$ cat src/rtl/chroma_sub422.sv
// ---------------------------------------------------------------------------
// chroma_sub422
//
// Purpose:
//   Converts a 4:4:4 YCbCr pixel stream into 4:2:2 pixel pairs. Each pair
//   carries the luma of both pixels and the rounded average of their chroma.
//   A small line/frame position tracker flags the last pair of every line
//   and of every frame so the downstream stage can frame its blocks.
//
// Parameters:
//   LINE_W    - pixels per line (even, >= 2)
//   NUM_LINES - lines per frame (>= 1)
//
// Ports:
//   clk         in   single clock, all logic on its rising edge
//   rst         in   synchronous active-high reset
//   y_i         in   [7:0] luma of the incoming pixel
//   cb_i        in   [7:0] blue-difference chroma of the incoming pixel
//   cr_i        in   [7:0] red-difference chroma of the incoming pixel
//   vld_i       in   incoming pixel valid (no backpressure)
//   y0_o        out  [7:0] luma of the even pixel of the pair
//   y1_o        out  [7:0] luma of the odd pixel of the pair
//   cb_o        out  [7:0] averaged Cb of the pair
//   cr_o        out  [7:0] averaged Cr of the pair
//   vld_o       out  one-cycle pulse per produced pair
//   eol_o       out  high with vld_o on the last pair of a line
//   eof_o       out  high with vld_o on the last pair of a frame
//
// Build option:
//   CHROMA_LEVEL_SHIFT_EN - when defined, the four data outputs are presented
//   as two's-complement values offset by -128 (MSB inverted) for a DCT stage.
//   Timing is identical with and without the macro.
// ---------------------------------------------------------------------------
module chroma_sub422 #(
  parameter int LINE_W    = 640,
  parameter int NUM_LINES = 480
) (
  input  logic       clk,
  input  logic       rst,
  input  logic [7:0] y_i,
  input  logic [7:0] cb_i,
  input  logic [7:0] cr_i,
  input  logic       vld_i,
  output logic [7:0] y0_o,
  output logic [7:0] y1_o,
  output logic [7:0] cb_o,
  output logic [7:0] cr_o,
  output logic       vld_o,
  output logic       eol_o,
  output logic       eof_o
);

  // Counter widths; a one-entry range still needs one bit of storage.
  localparam int XW = (LINE_W > 1) ? $clog2(LINE_W) : 1;
  localparam int LW = (NUM_LINES > 1) ? $clog2(NUM_LINES) : 1;

  localparam logic [XW-1:0] X_LAST    = XW'(LINE_W - 1);
  localparam logic [LW-1:0] LINE_LAST = LW'(NUM_LINES - 1);

  // Inverting the MSB of an unsigned 8-bit value is the same as subtracting
  // 128 and reinterpreting as two's complement.
`ifdef CHROMA_LEVEL_SHIFT_EN
  localparam logic [7:0] OUT_XOR = 8'h80;
`else
  localparam logic [7:0] OUT_XOR = 8'h00;
`endif

  typedef enum logic {
    EVEN = 1'b0,
    ODD  = 1'b1
  } state_t;

  state_t          state;
  state_t          state_next;

  logic [7:0]      y_hold;
  logic [7:0]      cb_hold;
  logic [7:0]      cr_hold;

  logic [XW-1:0]   x_cnt;
  logic [LW-1:0]   line_cnt;

  logic            pair_fire;
  logic            hold_load;
  logic            x_last;
  logic            line_last;
  logic [8:0]      cb_sum;
  logic [8:0]      cr_sum;
  logic [7:0]      cb_avg;
  logic [7:0]      cr_avg;

  // State register.
  always_ff @(posedge clk) begin
    if (rst) begin
      state <= EVEN;
    end else begin
      state <= state_next;
    end
  end

  // Next-state and datapath control. Idle cycles leave everything in place,
  // so gaps of any length between the two pixels of a pair are harmless.
  always_comb begin
    state_next = state;
    pair_fire  = 1'b0;
    hold_load  = 1'b0;
    unique case (state)
      EVEN: begin
        if (vld_i) begin
          hold_load  = 1'b1;
          state_next = ODD;
        end
      end
      ODD: begin
        if (vld_i) begin
          pair_fire  = 1'b1;
          state_next = EVEN;
        end
      end
      default: begin
        state_next = EVEN;
      end
    endcase
  end

  // Rounded chroma average. The 9-bit sum holds up to 255+255+1 = 511, so
  // taking bits [8:1] can never exceed 255.
  always_comb begin
    cb_sum = {1'b0, cb_hold} + {1'b0, cb_i} + 9'd1;
    cr_sum = {1'b0, cr_hold} + {1'b0, cr_i} + 9'd1;
    cb_avg = cb_sum[8:1];
    cr_avg = cr_sum[8:1];
  end

  // Position flags for the pixel currently on the input.
  always_comb begin
    x_last    = (x_cnt == X_LAST);
    line_last = (line_cnt == LINE_LAST);
  end

  // Even-pixel hold registers. A pixel held here when reset arrives is
  // simply lost; it never reaches the output.
  always_ff @(posedge clk) begin
    if (rst) begin
      y_hold  <= 8'd0;
      cb_hold <= 8'd0;
      cr_hold <= 8'd0;
    end else if (hold_load) begin
      y_hold  <= y_i;
      cb_hold <= cb_i;
      cr_hold <= cr_i;
    end
  end

  // Pixel and line position. Because LINE_W is even the FSM is always back
  // in EVEN when x wraps, so a pair never straddles two lines, and the next
  // frame begins on the very next accepted pixel after the last one.
  always_ff @(posedge clk) begin
    if (rst) begin
      x_cnt    <= '0;
      line_cnt <= '0;
    end else if (vld_i) begin
      if (x_last) begin
        x_cnt <= '0;
        if (line_last) begin
          line_cnt <= '0;
        end else begin
          line_cnt <= line_cnt + 1'b1;
        end
      end else begin
        x_cnt <= x_cnt + 1'b1;
      end
    end
  end

  // Output register. Every cycle without a fresh pair clears all outputs,
  // so vld_o/eol_o/eof_o are single-cycle pulses and data reads as zero
  // between pairs.
  always_ff @(posedge clk) begin
    if (rst) begin
      y0_o  <= 8'd0;
      y1_o  <= 8'd0;
      cb_o  <= 8'd0;
      cr_o  <= 8'd0;
      vld_o <= 1'b0;
      eol_o <= 1'b0;
      eof_o <= 1'b0;
    end else if (pair_fire) begin
      y0_o  <= y_hold ^ OUT_XOR;
      y1_o  <= y_i ^ OUT_XOR;
      cb_o  <= cb_avg ^ OUT_XOR;
      cr_o  <= cr_avg ^ OUT_XOR;
      vld_o <= 1'b1;
      eol_o <= x_last;
      eof_o <= x_last & line_last;
    end else begin
      y0_o  <= 8'd0;
      y1_o  <= 8'd0;
      cb_o  <= 8'd0;
      cr_o  <= 8'd0;
      vld_o <= 1'b0;
      eol_o <= 1'b0;
      eof_o <= 1'b0;
    end
  end

endmodule
$ cat config.mk
export PLATFORM = sky130hd
export DESIGN_NAME = chroma_sub422
export DESIGN_NICKNAME = d
export VERILOG_FILES = /design/src/rtl/chroma_sub422.sv
export SDC_FILE = /design/constraint.sdc
export NUM_CORES = 1
export LEC_CHECK = 0
export CAP_MARGIN = 20
export CORE_UTILIZATION = 55
export DETAILED_ROUTE_END_ITERATION = 8
export PLACE_DENSITY = 0.83
export SLEW_MARGIN = 20
export SYNTH_ARGS = -nofsm -noshare
export SYNTH_HDL_FRONTEND = slang
export SYNTH_SLANG_ARGS = --single-unit
$ cat constraint.sdc
create_clock -name clk -period 4.88 [get_ports clk]
set_clock_uncertainty 0.1 [all_clocks]
set_input_delay 0.488 -clock clk [delete_from_list [all_inputs] [get_ports clk]]
set_output_delay 0.488 -clock clk [all_outputs]
set_load 0.02 [all_outputs]
==> results.json <==
{
  "ff2ff_path_depth": 6,
  "vias": 2663,
  "io_pins": 62,
  "synth_cells": 350,
  "setup_violations": 0,
  "die-width_um": 80.6,
  "r2r_slack_ns": 2.74,
  "nets": 456,
  "cts.sinks": 79,
  "placed_cell_area_um2": 4050,
  "cpMostUsedCell": "o31a_1",
  "critPathMaxFanout": 4,
  "crit_path_max_incr_delay_ns": 0.46,
  "power_density_nw_per_um2": 316,
  "drt-wirelength-per-cell_um": 13.5,
  "h-tree-depth": 3,
  "postCtsSetupRepairBufs": 0,
  "io_buffers": 61,
  "grt_pass1_wl_um": 11000,
  "fin_ws_ns": 2.46,
  "syn-cell-area_um2": 3400,
  "tns_ns": 0,
  "startpoint": "cb_i[0]",
  "fin_area_um2": 4250,
  "drv_cap": 0,
  "path_class": "in -> reg",
  "run_status": "finished, final reports clean",
  "final_common_cell": "dfxtp_1",
  "cts_buffers": 9,
  "die_y_um": 80.6,
  "ys_types": 40,
  "end_kind": "register",
  "num_rows": 28,
  "grt_use_total_pct": 22.1,
  "finalHoldViolCount": 0,
  "firstDrtPassIters": 4,
  "cp_num_buf_inv": 1,
  "ctsRootBufferMaster": "clkbuf_8",
  "r2r_start": "cb_hold[0]$_SDFFE_PP0P_",
  "antenna_cells": 0,
  "n_fill_cell": 481,
  "cpMaxStageDelayCell": "clkdlybuf4s50_1",
  "grt_max_degree": 50,
  "ys_seq_area_share_pct": 46.5,
  "overflow": 0,
  "cts_tree": "built",
  "grt_pass1_vias": 2551,
  "start_util_pct": 57.1,
  "gp_congestion": 0.806,
  "min_to": "y0_o[7]$_SDFF_PP0_",
  "r2r_end": "cb_o[7]$_SDFF_PP0_",
  "max_freq_mhz": 414,
  "via_per_inst": 5.46,
  "maxSlewViolCount": 0,
  "crit_path_cell_trace": "clkdlybuf4s50_1 -> or2_2 -> fa_1 -> a211oi_1 -> nor3_1 -> o31a_1 -> o31a_1",
  "cts-resized-gates": 0,
  "place_ws_ns": 2.13,
  "drcViolationCount": 0,
  "crit_path_start_kind": "input pin",
  "period_minus_slack_ns": 2.42,
  "clockBufferDepth": 2,
  "holdWs_ns": 0.362,
  "core-area_um2": 5960,
  "antenna_left": 0,
  "worst_ep_arrival_time_ns": 2.54,
  "syn_avg_cell_area_um2": 9.71,
  "clk_latency_ns": 0.34,
  "cts.clk_slew.worst_paths_ns": 0.07,
  "hold_path.class": "reg -> reg",
  "critPathRequiredTime_ns": 5.00,
  "first_iter_violations": 114,
  "tightest_slew_ns": 0.689,
  "yosys_register_bits": 79,
  "grt_setup_unrepaired": "no",
  "layout.cells.most_common_list": "dfxtp_1, clkdlybuf4s50_1, nor2_1",
  "post_route_cells_drive_above_1_share_pct": 5.81,
  "crit_family": "compound AO/OA/AOI/OAI gates",
  "worstHoldPathCells": 1,
  "min_from": "y_hold[7]$_SDFFE_PP0P_",
  "slew_headroom_pct": 52.9,
  "ir_drop_mv": 0.208,
  "holdBufCountCts": 0,
  "yosys_warnings": 0,
  "dpl.hpwl_um": 4530,
  "syn_to_final_growth_pct": 24.9,
  "wirelength_um": 6570,
  "fin_crit_sh_pct": 49.5,
  "synth_nets": 397,
  "antenna_found_initial": 0,
  "die-area_um2": 6500,
  "power_leakage_nw": 1.67
}
[sequential cells by signal, summed over array words and instances, names as in the netlist]
name      count
cr_hold       8
y_hold        8
y0_o          8
y1_o          8
line_cnt      9
cb_o          8
x_cnt        10
state         1
vld_o         1
eol_o         1
eof_o         1
cb_hold       8
cr_o          8
[power by group]
part	total (W)	internal, W	switching, W
logic	0.000182	0.0000889	0.0000927
registers	0.000679	0.000667	0.0000113
clock network	0.000483	0.000261	0.000222
total	0.00134	0.00102	0.000326
[worst register-to-register path, stage by stage (launching register included)]
cell and delay, ns:
dfxtp_1 0.34, or2_2 0.31, fa_1 0.43, a211oi_1 0.25, nor3_1 0.09, o31a_1 0.26
o31a_1 0.24
[per-stage QoR]
step | std cells | util [%] | total power (W)
2_1_floorplan | 350 | - | 0.000810
3_3_place_gp | 473 | 68.0 | 0.000868
4_1_cts | 488 | 71.3 | 0.00135
3_5_place_dp | 473 | 68.0 | 0.000874
6_report | 488 | 71.3 | 0.00134
5_1_grt | 488 | 71.3 | 0.00140
[layer usage]
| layer | GRT usage (%) | up-vias | wire length (um) |
|---|---|---|---|
| met5 | 0 | - | 0 |
| met3 | 4.89 | 4 | 310 |
| met4 | 9.64 | 0 | 44 |
| met2 | 37.1 | 74 | 3200 |
| met1 | 26.8 | 1238 | 3020 |
| li1 | - | 1347 | - |
[synth_stat cells]
master	number	area [um2]
and3_1	4	25.0
and2_1	18	113
buf_2	2	10.0
o211ai_1	2	15.0
mux2i_1	26	260
o32a_1	2	20.0
nand3_4	1	17.5
nor3_1	20	100
a21oi_1	10	50.1
o21a_1	4	30.0
ha_1	18	225
dfxtp_1	79	1580
nand4_1	5	31.3
o32ai_1	1	8.76
clkbuf_1	11	41.3
a211oi_1	8	60.1
o31ai_1	1	7.51
and3_2	3	22.5
nand3b_1	1	7.51
nand3_1	15	75.1
nand2_1	8	30.0
buf_6	2	22.5
inv_1	8	30.0
nor2_1	48	180
o21ai_0	8	40.0
or4b_1	1	10.0
fa_1	2	40.0
and4_1	3	26.3
or4_1	4	30.0
o31a_1	6	52.6
nand2b_1	5	31.3
o41ai_1	1	8.76
a21o_1	2	15.0
or2_2	2	12.5
xor2_1	7	61.3
nor3b_4	1	18.8
a2111oi_0	2	17.5
nor2b_1	1	6.26
buf_1	1	3.75
xnor2_1	7	61.3
[cell families (layout without fill, tap and decap cells)]
group	after synthesis	after routing	share of synthesized area [%]
simple gates	140	140	21.7
flops	79	79	46.5
compound gates	47	47	9.57
mux	26	26	7.66
buf+inv	24	87	3.17
fa+ha+maj	20	20	7.80
xor+xnor	14	14	3.61
[final cells by class]
cell class	instances	area, um2	area share (%)
Tap cell	75	93.8	2.21
Timing Repair Buffer	64	633	14.9
Clock buffer	12	155	3.65
Multi-Input combinational cell	247	1710	40.3
Inverter	8	30.0	0.707
Sequential cell	79	1580	37.2
Clock inverter	3	42.5	1.00
[worst max path at each step]
stage	end	depth (start not counted)	slack [ns]
2_1_floorplan	cb_o[7]$_SDFF_PP0_	6	2.70
4_1_cts	cb_o[7]$_SDFF_PP0_	7	2.48
6_report	cb_o[7]$_SDFF_PP0_	7	2.46
3_5_place_dp	cb_o[7]$_SDFF_PP0_	7	2.13
3_3_place_gp	cb_o[7]$_SDFF_PP0_	7	2.18
5_1_grt	cb_o[7]$_SDFF_PP0_	7	2.38
Power figures use the tool's default switching activity.
